<file path="config.mk">
export PLATFORM = sky130hd
export DESIGN_NAME = router_port_arbiter_flat
export DESIGN_NICKNAME = d
export VERILOG_FILES = /design/src/rtl/router_port_arbiter_if.sv /design/src/rtl/router_port_arbiter.sv /design/src/flat_wrapper.sv
export SDC_FILE = /design/constraint.sdc
export NUM_CORES = 1
export LEC_CHECK = 0
export CAP_MARGIN = 20
export CORE_UTILIZATION = 51
export DETAILED_ROUTE_END_ITERATION = 8
export GPL_ROUTABILITY_DRIVEN = 0
export GPL_TIMING_DRIVEN = 0
export PLACE_DENSITY = 0.79
export SYNTH_ARGS = -nofsm -noshare
export SYNTH_HDL_FRONTEND = slang
export SYNTH_SLANG_ARGS = --single-unit
</file>
<file path="constraint.sdc">
create_clock -name clk -period 4.25 [get_ports clk]
set_clock_uncertainty 0.15 [all_clocks]
set_input_delay 0.85 -clock clk [delete_from_list [all_inputs] [get_ports clk]]
set_output_delay 0.85 -clock clk [all_outputs]
set_load 0.1 [all_outputs]
</file>
<file path="src/rtl/router_port_arbiter_if.sv">
// Request/grant bundle between the input address decoders (master) and one
// output-port arbiter (slave).
interface router_port_arbiter_if #(
   parameter int unsigned N = 16
);
   localparam int unsigned IDX_W = 4;

   logic [N-1:0]     req;
   logic [N-1:0]     done;
   logic [N-1:0]     grant;
   logic             grant_valid;
   logic [IDX_W-1:0] grant_idx;
   logic [N-1:0]     busy_n;
   logic             timeout;

   modport master (
      output req, done,
      input  grant, grant_valid, grant_idx, busy_n, timeout
   );

   modport slave (
      input  req, done,
      output grant, grant_valid, grant_idx, busy_n, timeout
   );
endinterface

</file>
<file path="src/rtl/router_port_arbiter.sv">
// Round-robin per-output-port arbiter for the 16-port router: grant held until
// done/abort, then a GAP turnaround. Optional hold watchdog under ARB_TIMEOUT_EN.
module router_port_arbiter #(
   parameter int unsigned N        = 16,
   parameter int unsigned MAX_HOLD = 1024
) (
   input  logic                 clk,
   input  logic                 reset_n,
   router_port_arbiter_if.slave arb
);
   localparam int unsigned IDX_W = 4;
   localparam int unsigned SUM_W = IDX_W + 1;

   localparam logic [1:0] S_IDLE = 2'd0;
   localparam logic [1:0] S_BUSY = 2'd1;
   localparam logic [1:0] S_GAP  = 2'd2;

   if (N < 2 || N > 16) begin : g_bad_n
      $error("router_port_arbiter: N must be in 2..16");
   end
   if (MAX_HOLD < 2) begin : g_bad_hold
      $error("router_port_arbiter: MAX_HOLD must be at least 2");
   end

   logic [1:0]       state_q,  state_d;
   logic [IDX_W-1:0] ptr_q,    ptr_d;
   logic [N-1:0]     grant_q,  grant_d;
   logic             gv_q,     gv_d;
   logic [IDX_W-1:0] idx_q,    idx_d;
   logic [N-1:0]     busy_n_q, busy_n_d;

`ifdef ARB_TIMEOUT_EN
   localparam int unsigned HOLD_W = $clog2(MAX_HOLD);
   logic [HOLD_W-1:0] hold_q, hold_d;
   logic              timeout_q, timeout_d;
`endif

   logic [N-1:0]     req_rot;
   logic             win_found;
   logic [IDX_W-1:0] win_off;
   logic [SUM_W-1:0] win_sum;
   logic [IDX_W-1:0] win_idx;
   logic [N-1:0]     win_onehot;
   logic             owner_release;
   logic             rel_go;
   logic [IDX_W-1:0] ptr_nxt;

   // Rotate requests so bit 0 is the ptr position; lowest set bit wins.
   always_comb begin
      req_rot   = N'({arb.req, arb.req} >> ptr_q);
      win_found = 1'b0;
      win_off   = '0;
      for (int k = N - 1; k >= 0; k--) begin
         if (req_rot[k]) begin
            win_found = 1'b1;
            win_off   = IDX_W'(k);
         end
      end
      win_sum    = {1'b0, ptr_q} + {1'b0, win_off};
      win_idx    = (win_sum >= SUM_W'(N)) ? IDX_W'(win_sum - SUM_W'(N)) : IDX_W'(win_sum);
      win_onehot = N'(1) << win_idx;
   end

   // grant_q is one-hot in BUSY, so masking picks out the owner's own bits.
   assign owner_release = (|(arb.done & grant_q)) | ~(|(arb.req & grant_q));
   assign ptr_nxt       = (idx_q == IDX_W'(N - 1)) ? '0 : idx_q + IDX_W'(1);

   always_comb begin
      state_d  = state_q;
      ptr_d    = ptr_q;
      grant_d  = grant_q;
      gv_d     = gv_q;
      idx_d    = idx_q;
      busy_n_d = busy_n_q;
      rel_go   = 1'b0;
`ifdef ARB_TIMEOUT_EN
      hold_d    = hold_q;
      timeout_d = 1'b0;
`endif
      case (state_q)
         S_IDLE: begin
            if (win_found) begin
               state_d  = S_BUSY;
               grant_d  = win_onehot;
               gv_d     = 1'b1;
               idx_d    = win_idx;
               busy_n_d = win_onehot;
`ifdef ARB_TIMEOUT_EN
               hold_d   = '0;
`endif
            end
         end
         S_BUSY: begin
            rel_go = owner_release;
`ifdef ARB_TIMEOUT_EN
            // Normal release wins over the watchdog on the same cycle.
            if (!owner_release && hold_q == HOLD_W'(MAX_HOLD - 1)) begin
               rel_go    = 1'b1;
               timeout_d = 1'b1;
            end else begin
               hold_d = hold_q + HOLD_W'(1);
            end
`endif
            if (rel_go) begin
               state_d  = S_GAP;
               ptr_d    = ptr_nxt;
               grant_d  = '0;
               gv_d     = 1'b0;
               busy_n_d = '1;
            end
         end
         S_GAP: begin
            state_d = S_IDLE;
         end
         default: begin
            state_d  = S_IDLE;
            grant_d  = '0;
            gv_d     = 1'b0;
            busy_n_d = '1;
         end
      endcase
   end

   always_ff @(posedge clk or negedge reset_n) begin
      if (!reset_n) begin
         state_q  <= S_IDLE;
         ptr_q    <= '0;
         grant_q  <= '0;
         gv_q     <= 1'b0;
         idx_q    <= '0;
         busy_n_q <= '1;
      end else begin
         state_q  <= state_d;
         ptr_q    <= ptr_d;
         grant_q  <= grant_d;
         gv_q     <= gv_d;
         idx_q    <= idx_d;
         busy_n_q <= busy_n_d;
      end
   end

`ifdef ARB_TIMEOUT_EN
   always_ff @(posedge clk or negedge reset_n) begin
      if (!reset_n) begin
         hold_q    <= '0;
         timeout_q <= 1'b0;
      end else begin
         hold_q    <= hold_d;
         timeout_q <= timeout_d;
      end
   end

   assign arb.timeout = timeout_q;
`else
   assign arb.timeout = 1'b0;
`endif

   assign arb.grant       = grant_q;
   assign arb.grant_valid = gv_q;
   assign arb.grant_idx   = idx_q;
   assign arb.busy_n      = busy_n_q;
endmodule

</file>
<file path="src/flat_wrapper.sv">
// flat-port wrapper written by rule: the top's interface ports become plain ports
module router_port_arbiter_flat 
#(
   parameter int unsigned N        = 16,
   parameter int unsigned MAX_HOLD = 1024
)
  (clk, reset_n, arb_req, arb_done, arb_grant, arb_grant_valid, arb_grant_idx, arb_busy_n, arb_timeout);
  router_port_arbiter_if #(.N(N)) arb_i ();
  input  logic clk;
  input  logic reset_n;
  input wire logic [$bits(arb_i.req)-1:0] arb_req;
  input wire logic [$bits(arb_i.done)-1:0] arb_done;
  output wire logic [$bits(arb_i.grant)-1:0] arb_grant;
  output wire logic [$bits(arb_i.grant_valid)-1:0] arb_grant_valid;
  output wire logic [$bits(arb_i.grant_idx)-1:0] arb_grant_idx;
  output wire logic [$bits(arb_i.busy_n)-1:0] arb_busy_n;
  output wire logic [$bits(arb_i.timeout)-1:0] arb_timeout;
  assign arb_i.req = arb_req;
  assign arb_i.done = arb_done;
  assign arb_grant = arb_i.grant;
  assign arb_grant_valid = arb_i.grant_valid;
  assign arb_grant_idx = arb_i.grant_idx;
  assign arb_busy_n = arb_i.busy_n;
  assign arb_timeout = arb_i.timeout;
  router_port_arbiter #(.N(N), .MAX_HOLD(MAX_HOLD)) u_core (.clk(clk), .reset_n(reset_n), .arb(arb_i));
endmodule
</file>
==> metrics.md <==
| Metric | Value |
|---|---|
| Hold Path Class | in -> async |
| NumNets Final | 438 |
| Critical Path Fanout Max | 10 |
| DR WL/cell | 20.1 um |
| Area growth syn-to-layout | 37.0% |
| Most common cell after layout, fill and taps aside | clkdlybuf4s50_1 |
| Vias per std cell | 6.57 |
| First-pass GRT wire length | 14700 um |
| Tcrit/Tclk final | 0.970 |
| Share of layout cells above drive strength 1 | 0.343 |
| Gr usage total | 0.288 |
| PnR worst setup slack | 128 ps |
| Syn nets | 344 |
| Distinct cell type count after synthesis | 57 |
| Clk sinks | 43 |
| CTS Buf Count | 5 |
| Synth Warn # | 0 |
| CTS Root Cell | clkbuf_8 |
| #FFs+latches synth | 43 |
| Async set-reset flop share out of synthesis | 1.00 |
| Clk Latency, worst-skew pair | 290 ps |
| Max-cap violations | 0 |
| Vias in the first global route | 2910 |
| Synthesized instance count | 305 |
| Most used DFF post-synth | dfrtp_1 |
| Post-layout minimum cycle time | 4120 ps |
| Fin util | 0.738 |
| Area leader, netlist | dfrtp_1 |
| Top cell type's share of synthesized area | 0.208 |
| Drt pass-1 iters | 5 |
| CP Launch Type | flop |
| CORE AREA | 0.00603 mm2 |
| Residual DRC | 0 |
| I/O pin total | 72 |
| Relative slew slack | 0.338 |
| Row cnt | 28 |
| Area of the die | 0.00669 mm2 |
| Chip Width | 81.8 um |
| Worst EP required | 4270 ps |
| Register area share after synthesis | 0.338 |
| Fmax achieved | 0.243 GHz |
| Final WL | 9570 um |
| Max H-tree Level | 2 |
| Antenna Nets Post-Route | 0 |
| Vias | 3123 |
| Fin. max-slew vios | 0 |
| Total gr overflow | 0 |
| Largest net degree at the start of global routing | 43 |
| 1st-iter DRT viols | 215 |
| Mean Syn Cell Area | 10.6 um2 |
| CP arrival | 4140 ps |
| Hpwl dp | 6800 um |
| Outcome | completed |
| Area contributors post-synth | dfrtp_1 21%, dfstp_2 13%, mux4_2 9.7% |
| CTS max path bufs | 2 |
| Most frequent cells in the layout | 53 x clkdlybuf4s50_1, 26 x dfrtp_1, 22 x nor2_1 |
| CP Class | reg -> reg |
| Pre-CTS setup slack | -975 ps |
| Initial antenna violation count | 0 |
| Mapped cell area | 0.00325 mm2 |
| Final Hold Viols | 0 |
| IO buf count | 70 |
| CTS clk-pin slew, worst paths | 80 ps |
| Die Ht | 81.8 um |
| Slew @ Worst Pin | 989 ps |
| CTS tree | built |
| Initial Util | 0.539 |
| Setup violations, final | 0 |
| Crit end category | flop |
| EDFF count, synth | 0 |
| # diodes | 0 |
==> cells by family (layout without fill, tap and decap cells) <==
kind of cell | count (synthesis) | in the layout | synth area share
DFF | 43 | 43 | 0.338
other | 1 | 1 | 0.00116
buffers and inverters | 26 | 121 | 0.0397
AOI/OAI and AO/OA | 96 | 96 | 0.242
adders and majority gates | 5 | 5 | 0.0193
xor gates and xnor gates | 6 | 6 | 0.0162
and+or+nand+nor | 76 | 76 | 0.118
muxes | 52 | 52 | 0.227
==> per-layer routing <==
layer	track usage	up-vias	share of wire
met5	0	-	0
met4	0.0632	0	0.0086
met3	0.0300	12	0.055
met2	0.488	145	0.52
met1	0.395	1566	0.42
li1	-	1400	-
==> state kept, by name (all words and copies together) (netlist names) <==
name / flops
u_core.arb.grant_valid: 1
u_core.ptr_q: 4
u_core.arb.busy_n: 16
u_core.arb.grant_idx: 4
u_core.arb.grant: 16
u_core.state_q: 2
==> critical path, stage by stage (launching register included) <==
cell and delay (ps):
dfrtp_1 380, buf_6 160, buf_12 160, mux4_2 560, mux2_4 320, o21ai_2 140
a21oi_2 80, a2111oi_2 360, o311ai_1 160, nand2_1 130, ha_2 190, a21oi_2 60
nor2b_1 150, nor2_2 60, xnor2_2 250, a21oi_2 100, mux2_4 320, a32o_1 270
==> timing repair <==
item / in CTS / in global routing
hold buffers: 0 / 0
pin swaps: 11 / 10
buffers inserted: 8 / 8
setup endpoints to repair: 33 / 33
gates resized for setup: 47 / 60
==> metrics by stage <==
| step | std cells | TNS [ps] | hold WS [ps] | area [um2] |
|---|---|---|---|---|
| CTS | 467 | 0 | 180 | 4320 |
| floorplan | 305 | 0 | 401 | 3250 |
| global placement | 450 | -25750 | 372 | 4040 |
| detailed placement | 451 | -29840 | 382 | 4060 |
| global route | 475 | -182 | 184 | 4450 |
| finish | 475 | 0 | 186 | 4450 |
==> cells in the mapped netlist (all sizes together), types with 2 or more instances <==
master,number
o21ai,11
o22ai,3
a22o,2
a2111oi,2
nand3b,3
nand4,4
nand2b,6
a21oi,9
a31oi,2
a21o,3
mux2,13
nor2b,3
or2,3
nor2,24
a22oi,13
and2,6
nand3,8
mux2i,25
dfrtp,27
a21boi,2
buf,12
o21bai,2
o32ai,17
mux4,14
clkbuf,7
a221oi,2
dfstp,16
a32o,18
nand2,16
a311oi,2
ha,5
xnor2,5
o21a,2
inv,6
nor3,2
==> area by class of cell <==
type / count / area [um2]
Multi-Input combinational cell: 236 / 2250
Fill cell: 438 / 1580
Sequential cell: 43 / 1100
Timing Repair Buffer: 87 / 756
Buffer: 19 / 125
Tap cell: 75 / 93.8
Clock buffer: 7 / 86.3
Inverter: 7 / 30.0
Clock inverter: 1 / 8.76
==> path summary, 6_finish.rpt <==
check / startpoint / endpoint / slack (ps) / depth (start not counted)
min: reset_n / u_core.arb.grant[6]$_DFFE_PN0P_ / 190 / 1
max reg2reg: u_core.ptr_q[1]$_DFFE_PN0P_ / u_core.arb.grant[15]$_DFFE_PN0P_ / 130 / 17
min reg2reg: u_core.arb.grant_valid$_DFFE_PN0P_ / u_core.arb.grant_valid$_DFFE_PN0P_ / 390 / 2
max: u_core.ptr_q[1]$_DFFE_PN0P_ / u_core.arb.grant[15]$_DFFE_PN0P_ / 130 / 17
min in group clk: u_core.arb.grant_valid$_DFFE_PN0P_ / u_core.arb.grant_valid$_DFFE_PN0P_ / 390 / 2
max in group asynchronous: reset_n / u_core.arb.busy_n[12]$_DFFE_PN1P_ / 3300 / 2
Power is not shown: default switching activity piles up to over one toggle a cycle in this logic, so the estimate is an artifact.
==> RTL change 1, RTL diff (config.mk and constraints unchanged) <==
The option `ARB_TIMEOUT_EN` is turned on by a define.
--- a/src/rtl/router_port_arbiter.sv
+++ b/src/rtl/router_port_arbiter.sv
@@ -1,4 +1,6 @@
 // Round-robin per-output-port arbiter for the 16-port router: grant held until
 // done/abort, then a GAP turnaround. Optional hold watchdog under ARB_TIMEOUT_EN.
+`define ARB_TIMEOUT_EN
+
 module router_port_arbiter #(
    parameter int unsigned N        = 16,
Check against the original RTL: same outputs for any inputs over 10 cycles, from zero or initial values and one cycle with reset_n low; that may be too few to reach the edited logic, so the function may still have changed.
==> RTL change 1 against the original RTL <==
- the run now ends with setup timing left
- utilization is 2.0 points higher
- critical path type is now input pin to flip-flop
- worst setup slack worse by 0.35 ns
- area after synthesis is 15% higher
- wire length is 41% higher
- cell area is 18% higher
- sequential cell count is 11 higher
Power is left out: the tool's default activity adds up to more than one toggle a clock period on the data nets, which glitch-free logic cannot reach.
==> RTL change 1: results (changes against the original RTL) <==
Parameter                              Value

Yosys
  Proportion of synthesized area in mux cells    17.44% (-5.2 points)
  Seq/Total Area, Yosys    36.89% (+3.1 points)
  Instance count of the mapped netlist    367 (+20%)
  Syn Nets    407 (+18%)
  Complex-gate fraction of the synthesized area    20.63% (-3.5 points)
  Post-Synth XOR/XNOR Area    3.736% (+2.1 points)

Worst setup path
  Crit path from    arb_req[4]
  Reg-to-reg endpoint    u_core.arb.grant[10]
  Reg-to-reg startpoint    u_core.ptr_q[0]
  Setup slack, reg-to-reg    -0.17 ns (-0.30 ns)
  Logic depth of the worst register-to-register path    18 (+1)
  Worst-path maximum fanout    8 (-2)

Timing
  Setup-violating endpoint count in the final report    33 (+33)
  Worst Setup Slack, final    -0.2213 ns (-0.3498 ns)
  Hold Slack    0.3077 ns (+0.1219 ns)

CTS
  Worst-skew pair later-pin latency    0.31 ns (+0.02 ns)

Detailed routing
  Number of detailed-routing iterations run before antenna repair    7 (+2)
  WL final    13480 microns (+41%)
  Met2 Routed Length    6612 microns (+33%)
  Met1 routed wirelength after detailed routing    4908 microns (+23%)
  Wire length on met3    1178 microns (+120%)

Finish
  Sequential cell area    1373 sq um (+25%)
  Non-clock buffer share    18.81% (-1.0 points)
  Number of nets in the finished design    511 (+17%)
  Number of combinational gates with multiple inputs    284 (+20%)
  Final-layout fill cell count    483 (+10%)
  Area of the multi-input gates    2605 sq um (+16%)
  Final standard cell count with taps included and fillers excluded    568 (+20%)

GRT
  Wire length of the first global-routing pass    19620 microns (+34%)
  Number of global-route vias before repair    3707 (+27%)
  Met1 Track Usage GR    42.30% (+2.8 points)
  Global Route met3 Usage    7.204% (+4.2 points)
  Global routing met2 resource utilization    56.39% (+7.5 points)
  Overall routing resource usage    33.99% (+5.2 points)

Place
  Placed wire-length estimate    8138 microns (+20%)
  Worst slack at placement    -0.9082 ns (+0.06649 ns)
  Post-Place Cell Area    4633 sq um (+14%)
  Post-Place Cells    535 (+19%)

Die
  Tap cell count    96 (+28%)

Outcome
  Violations in the final reports    setup timing
  Status    complete, but fails checks
## RTL change 1: cell types whose count changed in the layout (fill, tap and decap cells not counted), moves of 6 or more
cell,change
a21oi_1,+9
a21oi_2,+11
buf_2,+7
clkbuf_2,-11
dfrtp_1,+11
mux2i_1,-7
nand2_1,+14
nand2b_1,-6
nor3_1,+21
o32ai_1,-16
## RTL change 1: worst register-to-register path, cell delays in order, from the launching register on
cell     delay (ns)
dfrtp_1        0.40
buf_6          0.14
buf_12         0.12
buf_4          0.13
mux4_2         0.55
mux2i_2        0.29
a21oi_1        0.14
nor3_1         0.28
a21oi_2        0.11
o21ai_2        0.17
a221o_1        0.29
ha_2           0.26
a21oi_4        0.09
nor2b_2        0.24
nor2_4         0.08
xnor2_4        0.19
buf_6          0.15
mux2i_4        0.35
a32o_1         0.22
## RTL change 1: logic make-up after synthesis
logic type	count (synthesis)
muxes	42
xor gates and xnor gates	15
adders and majority gates	6
AOI/OAI and AO/OA	99
DFF	54
buffers and inverters	30
and+or+nand+nor	121
==> RTL change 2, RTL diff (same settings) <==
Made on the original files. `IDX_W` is set to 4 in 2 places; all go to 6.
--- a/src/rtl/router_port_arbiter_if.sv
+++ b/src/rtl/router_port_arbiter_if.sv
@@ -4,5 +4,5 @@
    parameter int unsigned N = 16
 );
-   localparam int unsigned IDX_W = 4;
+   localparam int unsigned IDX_W = 6;
 
    logic [N-1:0]     req;
--- a/src/rtl/router_port_arbiter.sv
+++ b/src/rtl/router_port_arbiter.sv
@@ -9,5 +9,5 @@
    router_port_arbiter_if.slave arb
 );
-   localparam int unsigned IDX_W = 4;
+   localparam int unsigned IDX_W = 6;
    localparam int unsigned SUM_W = IDX_W + 1;
 
Ports: changed (resized arb_grant_idx); port bits go from 72 to 74. The function was not compared with the original's and may differ.
==> RTL change 2 against the original RTL <==
- the run now ends with setup timing left
- cell area increased by 32%
- final cell count increased by 33%
- worst setup slack got worse by 0.99 ns
- area after synthesis increased by 21%
- critical path type is now input pin to flip-flop
- wire length increased by 53%
- sequential cell count increased by 4
Power is left out: the tool's default activity adds up to more than one toggle a clock period on the data nets, which glitch-free logic cannot reach.
==> RTL change 2: results (changes against the original RTL) <==
Parameter                              Value

Worst setup path
  Crit path arrival time    5.21 ns (+1.07 ns)
  Cell type of the slowest stage on the worst timing path    mux4_2
  Worst-path maximum fanout    6 (-4)
  Delay of the slowest cell on the worst path    0.50 ns (-0.06 ns)

GRT
  Largest net degree at the start of global routing    26 (-40%)
  Number of global-route vias before repair    4183 (+44%)
  Number of antenna violations at the first check in global routing    0 (unchanged)
  Overall routing resource usage    36.45% (+7.7 points)
  Wire length of the first global-routing pass    21700 microns (+48%)

Yosys
  Total number of yosys warnings    0 (unchanged)
  Ranking of synthesized cells by instance count    nor2_1 (37), nand2_1 (33), mux2i_1 (32), dfrtp_1 (31), dfstp_2 (16)
  Seq/Total Area, Yosys    30.57% (-3.2 points)
  Syn Nets    450 (+31%)
  Unique cell type count in the Yosys netlist    72 (+26%)
  Top cell type's share of synthesized area    19.83% (-0.99 points)
  Top area cells in the synthesized netlist    dfrtp_1 (20%), dfstp_2 (11%), mux2i_1 (8.2%), mux4_2 (6.9%), nor2_1 (3.5%)
  FFs w/ async S/R, synth    100.0% (unchanged)

Detailed routing
  Number of detailed-routing iterations run before antenna repair    6 (+1)
  Vias per cell    6.699 (+1.9%)
  Number of design-rule violations left by the first detailed-router iteration    429 (+100%)
  Drt wl/cell    23.09 microns (+15%)

CTS
  Number of H-tree branching levels    2 (unchanged)
  Clock transition at the register clock pins on the worst setup and hold paths after CTS    0.09 ns
  Worst-skew pair later-pin latency    0.31 ns (+0.02 ns)
  TritonCTS Buffers    5 (unchanged)
  CTS Root Cell    clkbuf_8
  CTS Buffer Depth    2 (unchanged)

Timing
  Worst Setup Slack, final    -0.8579 ns (-0.9864 ns)
  Setup-violating endpoint count in the final report    35 (+35)
  Slew at the pin closest to its max-slew limit    0.9902 ns (+0.0009727 ns)

Outcome
  Status    complete, but fails checks
  Violations in the final reports    setup timing

Place
  Placed wire-length estimate    9491 microns (+40%)
  Worst slack at placement    -1.768 ns (-0.7931 ns)
  Count of input and output buffers    72 (+2.9%)
  Post-Place Cell Area    4898 sq um (+21%)

Finish
  Share of cells above drive strength 1    41.20% (+6.9 points)
  Number of nets in the finished design    574 (+31%)
  Final-layout fill cell count    416 (-5.0%)

Min path
  Min-delay worst type    flip-flop to flip-flop
[RTL change 2: changes by cell type in the layout (fill, tap and decap cells not counted), sizes merged, moves of 8 or more]
cell / before / now
nand2: 16 / 33
o32ai: 17 / 0
nor3b: 0 / 8
a32o: 18 / 0
clkbuf: 28 / 18
nor2: 24 / 37
buf: 32 / 75
mux2: 13 / 22
[RTL change 2: what timing repair did]
action | CTS | global route
hold buffers | 0 | 0
setup buffers | 31 | 12
pin swaps | 41 | 29
resized for setup | 149 | 60
endpoints found under the setup margin | 37 | 36
[RTL change 2: per-layer routing]
| metal | track usage (%) | part of all wire (%) |
|---|---|---|
| met1 | 44.23 | 38 |
| met5 | 0 | 0 |
| met3 | 11.06 | 9.4 |
| met4 | 20.06 | 4.2 |
| met2 | 58.13 | 49 |
[RTL change 2: worst paths after layout]
path	startpoint	endpoint	slack, ns	cells after the start
max in group asynchronous	reset_n	u_core.ptr_q[1]	3.06	2
min in group asynchronous	reset_n	u_core.arb.grant[14]	0.36	1
worst max register to register	u_core.ptr_q[1]	u_core.arb.grant[7]	-0.85	19
worst max-delay path	arb_req[7]	u_core.arb.grant[7]	-0.86	18
worst min-delay path	u_core.arb.grant_valid	u_core.arb.grant_valid	0.35	1
worst min register to register	u_core.arb.grant_valid	u_core.arb.grant_valid	0.35	1
[RTL change 2: logic make-up (layout without fill, tap and decap cells)]
| group | count (synthesis) | in the layout | share of synthesized area (%) |
|---|---|---|---|
| AND/OR/NAND/NOR | 136 | 136 | 17.75 |
| AO/OA/AOI/OAI | 107 | 107 | 21.24 |
| multiplexers | 66 | 66 | 21.81 |
| flip-flops | 47 | 47 | 30.57 |
| buffers and inverters | 36 | 161 | 4.093 |
| XOR/XNOR | 9 | 9 | 2.015 |
| adder cells (fa/ha/maj) | 7 | 7 | 2.430 |
| other | 1 | 2 | 0.09585 |
[RTL change 2: area by class of cell]
type,instances,area share (%)
buffer,25,3.087
multi-input combinational,326,53.76
antenna,1,0.04258
inverter,11,0.7026
clock inverter,2,0.2768
timing repair buffer,117,18.25
sequential,47,20.37
tap,99,2.108
clock buffer,6,1.405
[RTL change 2: stage by stage]
stage / TNS (ns) / std cells / util [%]
final: -22.95 / 634 / 80.17
after global routing: -26.59 / 633 / 80.13
after CTS: -13.44 / 621 / 75.39
after detailed placement: -55.52 / 582 / 66.82
after global placement: -52.43 / 580 / 66.55
after floorplan: -12.26 / 409 / -
[RTL change 2: critical path, delay by kind of cell]
family                     cells  cell delay, ns
xor gates and xnor gates       1            0.38
AOI/OAI and AO/OA              6            1.68
buffers and inverters          4            0.62
adders and majority gates      2            0.41
muxes                          2            0.66
and+or+nand+nor                3            0.59
